## config.mk

```make
export PLATFORM = sky130hd
export DESIGN_NAME = key_debouncer_flat
export DESIGN_NICKNAME = d
export VERILOG_FILES = /design/src/rtl/key_debouncer_pkg.sv /design/src/rtl/key_debouncer_if.sv /design/src/rtl/key_debouncer_chan.sv /design/src/rtl/key_debouncer.sv /design/src/flat_wrapper.sv
export SDC_FILE = /design/constraint.sdc
export NUM_CORES = 1
export LEC_CHECK = 0
export CORE_AREA = 5 5 79 81
export DETAILED_ROUTE_END_ITERATION = 8
export DIE_AREA = 0 0 84 86
export PLACE_DENSITY_LB_ADDON = 0.15
export SYNTH_ARGS = -nofsm -noshare
export SYNTH_HDL_FRONTEND = slang
export SYNTH_SLANG_ARGS = --single-unit
```

## constraint.sdc

```tcl
create_clock -name clk -period 1.8 [get_ports clk]
set_clock_uncertainty 0.15 [all_clocks]
set_input_delay 0.27 -clock clk [delete_from_list [all_inputs] [get_ports clk]]
set_output_delay 0.27 -clock clk [all_outputs]
set_load 0.005 [all_outputs]
```

## src/rtl/key_debouncer_pkg.sv

```systemverilog
// Shared definitions for the pushbutton debouncer: per-key FSM state
// encoding and the width helper used to size the stability counter.
package key_pkg;

  typedef enum logic [1:0] {
    RELEASED     = 2'd0,
    PRESS_WAIT   = 2'd1,
    PRESSED      = 2'd2,
    RELEASE_WAIT = 2'd3
  } key_state_e;

  // Bits needed to hold values 0..n-1; never less than one bit.
  function automatic int unsigned clog2(input int unsigned n);
    int unsigned bits;
    longint unsigned span;
    bits = 0;
    span = 1;
    while (span < longint'(n)) begin
      span = span << 1;
      bits = bits + 1;
    end
    if (bits == 0) begin
      bits = 1;
    end
    return bits;
  endfunction

endpackage

```

## src/rtl/key_debouncer_if.sv

```systemverilog
// Key bus between the board pushbuttons, the debouncer and the data generator.
// The master drives the raw keys; the debouncer (slave) returns the conditioned view.
interface key_debouncer_if #(
  parameter int NUM_KEYS = 2
);

  logic [NUM_KEYS-1:0] key_raw;
  logic [NUM_KEYS-1:0] key_level;
  logic [NUM_KEYS-1:0] key_press;
  logic [NUM_KEYS-1:0] key_release;

  modport master (
    output key_raw,
    input  key_level,
    input  key_press,
    input  key_release
  );

  modport slave (
    input  key_raw,
    output key_level,
    output key_press,
    output key_release
  );

endinterface

```

## src/rtl/key_debouncer_chan.sv

```systemverilog
// One debounced key: two-flop synchronizer, four-state debounce FSM and a
// stability counter. All outputs are registered.
module key_debounce_chan
  import key_pkg::*;
#(
  parameter int DEBOUNCE_CYCLES = 1000000,
  parameter bit KEY_ACTIVE_LOW  = 1'b1
) (
  input  logic clk,
  input  logic sysRst,
  input  logic key_raw,
  output logic key_level,
  output logic key_press,
  output logic key_release
);

  localparam int unsigned CNT_W = clog2(DEBOUNCE_CYCLES + 1);
  localparam logic [CNT_W-1:0] CNT_LAST = CNT_W'(DEBOUNCE_CYCLES - 1);
  localparam logic RAW_IDLE = KEY_ACTIVE_LOW;

  logic sync_p0;
  logic sync_p1;
  logic pressed_s;

  key_state_e       state;
  key_state_e       state_nxt;
  logic [CNT_W-1:0] cnt;
  logic [CNT_W-1:0] cnt_nxt;
  logic             level_nxt;
  logic             press_nxt;
  logic             release_nxt;

  // Stage p0/p1: bring the asynchronous raw level into the clk domain.
  always_ff @(posedge clk or negedge sysRst) begin
    if (!sysRst) begin
      sync_p0 <= RAW_IDLE;
      sync_p1 <= RAW_IDLE;
    end else begin
      sync_p0 <= key_raw;
      sync_p1 <= sync_p0;
    end
  end

  assign pressed_s = KEY_ACTIVE_LOW ? ~sync_p1 : sync_p1;

  // Debounce stage: state, counter and registered outputs.
  always_ff @(posedge clk or negedge sysRst) begin
    if (!sysRst) begin
      state       <= RELEASED;
      cnt         <= '0;
      key_level   <= 1'b0;
      key_press   <= 1'b0;
      key_release <= 1'b0;
    end else begin
      state       <= state_nxt;
      cnt         <= cnt_nxt;
      key_level   <= level_nxt;
      key_press   <= press_nxt;
      key_release <= release_nxt;
    end
  end

  always_comb begin
    state_nxt   = state;
    cnt_nxt     = cnt;
    level_nxt   = key_level;
    press_nxt   = 1'b0;
    release_nxt = 1'b0;
    unique case (state)
      RELEASED: begin
        if (pressed_s) begin
          state_nxt = PRESS_WAIT;
          cnt_nxt   = '0;
        end
      end
      PRESS_WAIT: begin
        if (!pressed_s) begin
          state_nxt = RELEASED;
          cnt_nxt   = '0;
        end else if (cnt == CNT_LAST) begin
          state_nxt = PRESSED;
          cnt_nxt   = '0;
          level_nxt = 1'b1;
          press_nxt = 1'b1;
        end else begin
          cnt_nxt = cnt + CNT_W'(1);
        end
      end
      PRESSED: begin
        if (!pressed_s) begin
          state_nxt = RELEASE_WAIT;
          cnt_nxt   = '0;
        end
      end
      RELEASE_WAIT: begin
        if (pressed_s) begin
          state_nxt = PRESSED;
          cnt_nxt   = '0;
        end else if (cnt == CNT_LAST) begin
          state_nxt   = RELEASED;
          cnt_nxt     = '0;
          level_nxt   = 1'b0;
          release_nxt = 1'b1;
        end else begin
          cnt_nxt = cnt + CNT_W'(1);
        end
      end
      default: begin
        state_nxt = RELEASED;
        cnt_nxt   = '0;
        level_nxt = 1'b0;
      end
    endcase
  end

endmodule

```

## src/rtl/key_debouncer.sv

```systemverilog
// Pushbutton conditioning front end: one independent debounce channel per key,
// collected onto the key bus seen by the downstream data generator.
module key_debouncer
  import key_pkg::*;
#(
  parameter int NUM_KEYS        = 2,
  parameter int DEBOUNCE_CYCLES = 1000000,
  parameter bit KEY_ACTIVE_LOW  = 1'b1
) (
  input  logic            clk,
  input  logic            sysRst,
  key_debouncer_if.slave  kbus
);

  logic [NUM_KEYS-1:0] level_v;
  logic [NUM_KEYS-1:0] press_v;
  logic [NUM_KEYS-1:0] release_v;

  for (genvar g = 0; g < NUM_KEYS; g++) begin : g_chan
    key_debounce_chan #(
      .DEBOUNCE_CYCLES (DEBOUNCE_CYCLES),
      .KEY_ACTIVE_LOW  (KEY_ACTIVE_LOW)
    ) u_chan (
      .clk         (clk),
      .sysRst      (sysRst),
      .key_raw     (kbus.key_raw[g]),
      .key_level   (level_v[g]),
      .key_press   (press_v[g]),
      .key_release (release_v[g])
    );
  end

  assign kbus.key_level   = level_v;
  assign kbus.key_press   = press_v;
  assign kbus.key_release = release_v;

endmodule

```

## src/flat_wrapper.sv

```systemverilog
// flat-port wrapper written by rule: the top's interface ports become plain ports
module key_debouncer_flat import key_pkg::*;
#(
  parameter int NUM_KEYS        = 2,
  parameter int DEBOUNCE_CYCLES = 1000000,
  parameter bit KEY_ACTIVE_LOW  = 1'b1
)
  (clk, sysRst, kbus_key_raw, kbus_key_level, kbus_key_press, kbus_key_release);
  key_debouncer_if #(.NUM_KEYS(NUM_KEYS)) kbus_i ();
  input  logic clk;
  input  logic sysRst;
  input wire logic [$bits(kbus_i.key_raw)-1:0] kbus_key_raw;
  output wire logic [$bits(kbus_i.key_level)-1:0] kbus_key_level;
  output wire logic [$bits(kbus_i.key_press)-1:0] kbus_key_press;
  output wire logic [$bits(kbus_i.key_release)-1:0] kbus_key_release;
  assign kbus_i.key_raw = kbus_key_raw;
  assign kbus_key_level = kbus_i.key_level;
  assign kbus_key_press = kbus_i.key_press;
  assign kbus_key_release = kbus_i.key_release;
  key_debouncer #(.NUM_KEYS(NUM_KEYS), .DEBOUNCE_CYCLES(DEBOUNCE_CYCLES), .KEY_ACTIVE_LOW(KEY_ACTIVE_LOW)) u_core (.clk(clk), .sysRst(sysRst), .kbus(kbus_i));
endmodule
```

* After elaboration in Yosys (flattened, before gate mapping)
Cells that the tools add are included.
** Operators by class
- $add $sub $neg :: 2
- Multiply operators :: 0
- Divide/modulo/power cells :: 0
- Order comparisons :: 0
- Equal/unequal tests :: 24
- Shift operators :: 0
- Mux-type cells :: 46
- Bitwise operators :: 0
- Reductions and logical operators :: 10
** Operator list (count)
- $mux W20 :: 10
- $pmux W20 S4 :: 2
- $add A20 B1 Y20 const B :: 2
- $eq A20 B20 Y1 const B :: 2
- $mux W2 :: 12
- $ne A2 B2 Y1 const B :: 12
- $mux W1 :: 18
- $pmux W2 S4 :: 2
- $ne A3 B3 Y1 const B :: 4
- $reduce_and A5 Y1 :: 2
- $eq A2 B2 Y1 const B :: 4
- $reduce_and A4 Y1 :: 2
- $eq A2 B1 Y1 const B :: 2
- $logic_not A2 Y1 :: 2
- $pmux W1 S2 :: 2
- $reduce_and A2 Y1 :: 2
- $reduce_bool A2 Y1 :: 2
** Word-level totals
- Register bits after elaboration :: 54
- Latch bits :: 0
- Bits in writable memories :: 0
- Memory bits (read-only) :: 0
- Input port bits :: 4
- Output and inout bits :: 6
- Memories :: 0

* Depth between registers and ports, before layout
- Depth after elaboration :: 4
- Depth in mapped cells :: 7

* By module
A second synthesis with hierarchy kept.
** Unflattened totals
- Cell total of the unflattened synthesis :: 323
- Area total of the unflattened synthesis :: 2914.0 um^2
** By module, submodules not included
- key_debounce_chan at u_core.g_chan[1].u_chan :: times used 1, cells an instance 170, area an instance 1507.7 um^2
- key_debounce_chan at u_core.g_chan[0].u_chan :: times used 1, cells an instance 153, area an instance 1406.3 um^2

* Least setup slack after synthesis
No wires, ideal clock.
- Path kind :: register -> register
- Start :: register u_core.g_chan[1].u_chan.cnt[0]
- End :: register u_core.g_chan[1].u_chan.cnt[0]
- Arrival time :: 1676 ps
- Required time :: 1525 ps
- Setup slack :: -151 ps
- Stages on the path, launching flop included :: 7
- Buffers on the path :: 1
- Cells stage by stage :: dfrtp_1 ha_1 nand3_1 nor4_2 a21oi_2 buf_2 mux2_2
** On the way
- Longest elaborated chain between the ends :: 4
- Elaborated cells between the ends (all ways) :: 6
- Classes of those cells :: add/sub: 1; eq/ne: 1; mux: 4
** RTL lines
- from (decl) :: line key_debouncer_chan.sv:27 : logic [CNT_W-1:0] cnt;
- from (signal assigned) :: line key_debouncer_chan.sv:56 : cnt <= cnt_nxt;
- $add A20 B1 Y20 or $eq A20 B20 Y1 (tied branches)
- $mux W20 * :: line key_debouncer_chan.sv:80, key_debouncer_chan.sv:99
- $mux W20 (on tied branches) :: line key_debouncer_chan.sv:96, key_debouncer_chan.sv:77
- $pmux W20 S4 * :: line key_debouncer_chan.sv:69 : unique case (state)
Every way passes the cells marked *; elsewhere a longest branch is shown, timed or not.
A chain may end at the register's enable or synchronous reset.

* Final worst setup path
- Start :: register u_core.g_chan[1].u_chan.cnt[0]
- End :: register u_core.g_chan[1].u_chan.cnt[6]
Same word-level chain as after synthesis.

==> results.md <==
Global routing:
- The pin count of the biggest net entering global routing is 38.
- For this run, the total global-route usage over all layers was measured as 0.204.
- The via count of the first global-routing pass is 2574.
- The first global-routing pass estimated roughly 12 mm of wire.
- The total overflow left after global routing is 0.
- The initial antenna violation count is 0.

STA:
- On the final layout, the worst hold slack is approximately 0.21 ns.
- Derived from the worst setup path, the maximum achievable clock frequency is just over 500 MHz.
- Headroom to the max-slew limit came out at 0.623.
- The fraction of the cycle the final worst path needs is 1.09.
- Once routing completed, OpenROAD measured the worst setup slack at -0.155 ns.
- Setup violations remaining at the end of the flow were counted as 44.
- The total count of hold-check failures in the final report is 0.
- The number of pins exceeding their max-slew limit in the final report was 0.
- At the pin with the least slew margin, the transition time is 0.565 ns.
- The clock period minus final worst setup slack is between 1.5 and 2 ns.
- Setup repair after global routing could not meet its margin everywhere.

CTS:
- The TritonCTS clock tree is done.
- The clock-pin slew reported for the worst setup and hold paths after clock tree synthesis is about 0.11 ns.
- In this run the deepest clock path goes through 2 buffers.
- In this run the number of H-tree levels came out at 2.
- For the worst-skew pair, the clock arrives at the later sink with an insertion delay of just over 0.3 ns.
- The number of buffers inserted during clock tree synthesis is 5.
- The tree is rooted in a sky130_fd_sc_hd__clkbuf_8.
- The number of clock sinks is 54.

Setup path:
- The endpoint kind of the worst setup timing path is a register.
- In this run the worst setup path terminates at u_core.g_chan[1].u_chan.cnt[6].
- Counting cells, the worst reg-to-reg path comes to 8.
- STA puts the critical path data required time at 1.87 ns.
- The setup check on the worst reg-to-reg path leaves a slack of -0.15 ns.
- The critical path is of the register to register type.
- The reg-to-reg critical path startpoint is u_core.g_chan[1].u_chan.cnt[0].
- For the worst setup path, the data arrival time is approximately 2.0 ns.
- The destination of the worst register-to-register timing path is u_core.g_chan[1].u_chan.cnt[6].
- Of all nets on the critical path, the largest fanout is 10.
- The timing startpoint of the critical path is u_core.g_chan[1].u_chan.cnt[0].
- STA classifies the critical path startpoint as a register.

Worst hold path:
- The type of the tightest min-delay check is register to register.

Cells and area:
- For this run, the post-layout net count is slightly below 400.
- Summing all multi-input logic gate instances after layout gives 0.00177 mm^2.
- The growth of design area from synthesis to finish is 42.9%.
- The proportion of layout cells with a drive suffix above 1 is 0.439.
- Across the whole layout, storage elements account for 0.00136 mm^2.
- The layout has 329 filler cells.
- The final antenna diode count is 0.
- The area of all placed cells without fillers is just over 0.004 mm^2.

Yosys:
- The async set-reset flop share out of synthesis is 1.00.
- The commonest register cell after synthesis is sky130_fd_sc_hd__dfrtp_1.
- The synthesized design contains between 50 and 60 register bits.
- The number of nets handed over by synthesis was ~310.
- The count of distinct cell types in the synthesized netlist is 57.
- In this run, synthesis inferred 0 flip-flops with an integrated enable.
- The synthesized area per cell is about 9.4 um^2.
- The area share of the largest cell type after synthesis is 0.431.
- By area the synthesized netlist is led by sky130_fd_sc_hd__dfrtp_1, sky130_fd_sc_hd__a31oi_1, sky130_fd_sc_hd__nand2_1.
- The sequential-to-total area share from yosys stat is 0.467.
- The cell taking the most area after synthesis is sky130_fd_sc_hd__dfrtp_1.
- The post-synthesis cell count is approximately 310.
- The cell area that synthesis handed to floorplanning was between 0.002 and 0.003 mm^2.
- For this run, the number of Yosys warnings is 0.

Pwr:
- IR analysis of the VDD net gives a maximum drop of a little over 700 uV.
- The power consumption is between 4000 and 5000 uW.
- Summed over all cells, the static leakage comes to ~0.0019 uW.
- The power density over cell area is between 1000 and 1500 mW/mm^2.

Flow run:
- The number of max-capacitance violations reported is 0.

Floorplanning:
- The number of standard-cell rows in the floorplan is 27.
- The initial utilization of the core area, before any placement, comes to 0.537.
- The die covers around 0.0072 mm^2.
- The die extent in y is around 86 um.
- The die width is between 80 and 90 um.
- During I/O placement, the number of pins put on the boundary was 10.
- The floorplan step defined a core boundary enclosing around 0.0054 mm^2.

Detailed routing:
- The vias after detailed routing is ~2800.
- The mean routed wirelength per cell is ~18 um.
- The number of optimization iterations in the first detailed-route pass is 4.
- The number of nets still failing antenna checks after routing is 0.
- The sum of routed wire length over all layers is between 8 and 9 mm.
- The number of design rule violations left after detail routing is 0.
- For this block, the initial DRC count from the detailed router was 198.
- The mean number of vias per cell is slightly above 6.

Placement:
- The post-detailed-placement cell area is between 0.003 and 0.004 mm^2.
- At the end of routability-driven placement, the weighted congestion stood at 0.856.
- The HPWL after detailed placement is 4.69 mm.
- The count of buffers added on input and output ports is 9.

Run status:
- The run finished, with violations left.
- The checks that failed: negative setup slack.
-- power by group --
group / internal [uW] / leakage, uW / switching [uW]
Clock: 282 / 0.0000447 / 429
Sequential: 1310 / 0.000728 / 153
Combinational: 923 / 0.00108 / 1080
Total: 2520 / 0.00185 / 1670
-- worst min path at each step --
stage                                    startpoint  depth (start not counted)                               to
floorplan                                    sysRst                          0                        async pin
global placement                             sysRst                          2   u_core.g_chan[0].u_chan.cnt[4]
detailed placement                           sysRst                          2   u_core.g_chan[0].u_chan.cnt[0]
CTS                                 kbus_key_raw[1]                          1  u_core.g_chan[1].u_chan.sync_p0
global route                        kbus_key_raw[1]                          1  u_core.g_chan[1].u_chan.sync_p0
finish              u_core.g_chan[0].u_chan.sync_p0                          0  u_core.g_chan[0].u_chan.sync_p1
-- cell usage after synthesis (all sizes together), types with 2 or more instances --
master / n
a21o: 4
a21oi: 22
a22o: 6
a2bb2oi: 2
a31oi: 26
a32oi: 2
a41oi: 3
and3: 6
and4: 2
and4b: 2
buf: 14
clkbuf: 4
dfrtp: 50
dfstp: 4
ha: 2
inv: 11
mux2i: 2
nand2: 37
nand2b: 2
nand3: 17
nand4: 7
nor2: 23
nor3: 10
nor4: 4
nor4b: 2
o21ai: 21
o31a: 3
o31ai: 3
or2: 3
xnor2: 2
-- routing by layer --
metal,vias to the layer above,GRT usage,part of all wire
li1,1299,-,-
met1,1399,0.275,0.43
met2,105,0.343,0.49
met3,17,0.0403,0.064
met4,0,0.0453,0.013
met5,-,0,0
-- cell usage in the layout, fill, tap and decap left out, types with 9 or more instances in the layout --
master,Yosys,routed
sky130_fd_sc_hd__nor2_1,21,16
sky130_fd_sc_hd__a21oi_1,20,10
sky130_fd_sc_hd__buf_6,4,12
sky130_fd_sc_hd__o21ai_2,2,10
sky130_fd_sc_hd__nand3_1,17,11
sky130_fd_sc_hd__dfrtp_1,50,49
sky130_fd_sc_hd__a31oi_1,26,24
sky130_fd_sc_hd__buf_4,6,60
sky130_fd_sc_hd__inv_1,11,11
sky130_fd_sc_hd__a21oi_2,2,9
sky130_fd_sc_hd__nand2_1,37,32
-- repair_timing --
action,in CTS,in global routing
pin swaps,11,31
endpoints found under the hold margin,50,0
resized for setup,26,61
cloned,1,5
setup buffers,11,8
endpoints found under the setup margin,35,46
hold buffers,1,0
-- layout make-up --
class,instances,area share
Multi-Input combinational cell,226,0.427
Sequential cell,54,0.327
Timing Repair Buffer,88,0.192
Inverter,11,0.00995
Clock inverter,3,0.00603
Clock buffer,5,0.0166
Tap cell,72,0.0217
-- registers in the layout (all words and copies together) (netlist names), named ones only --
name and cells:
u_core.g_chan.u_chan.key_press 2, u_core.g_chan.u_chan.cnt 40, u_core.g_chan.u_chan.state 2, u_core.g_chan.u_chan.sync_p0 2, u_core.g_chan.u_chan.sync_p1 2, u_core.g_chan.u_chan.key_level 2
u_core.g_chan.u_chan.key_release 2
-- worst max-delay path, stage by stage (launching register included) --
cell and delay, ns:
sky130_fd_sc_hd__dfrtp_1 0.42, sky130_fd_sc_hd__ha_4 0.19, sky130_fd_sc_hd__nand3_4 0.08, sky130_fd_sc_hd__nor4_2 0.04
sky130_fd_sc_hd__buf_4 0.15, sky130_fd_sc_hd__a21oi_4 0.31, sky130_fd_sc_hd__buf_12 0.19, sky130_fd_sc_hd__o21ai_0 0.11
sky130_fd_sc_hd__a31oi_1 0.23
-- cell families (layout without fill, tap and decap cells) --
family | Yosys count | after routing | synth area share
buffers and inverters | 29 | 107 | 0.0577
XOR/XNOR | 3 | 3 | 0.00905
flip-flops | 54 | 54 | 0.467
AO/OA/AOI/OAI | 96 | 97 | 0.220
AND/OR/NAND/NOR | 121 | 121 | 0.227
adder cells (fa/ha/maj) | 2 | 2 | 0.00861
multiplexers | 3 | 3 | 0.0108
-- through the flow --
stage          TNS [ns]  setup WS, ns  utilization  cells
2_1_floorplan    -0.462       -0.0543            -    308
3_3_place_gp     -0.369       -0.0666        0.637    426
3_5_place_dp      -1.23        -0.123        0.637    426
4_1_cts          -0.143       -0.0291        0.693    447
5_1_grt           -4.37        -0.206        0.768    459
6_report          -1.74        -0.155        0.768    459
No activity file was read; power rests on OpenSTA's default activity.
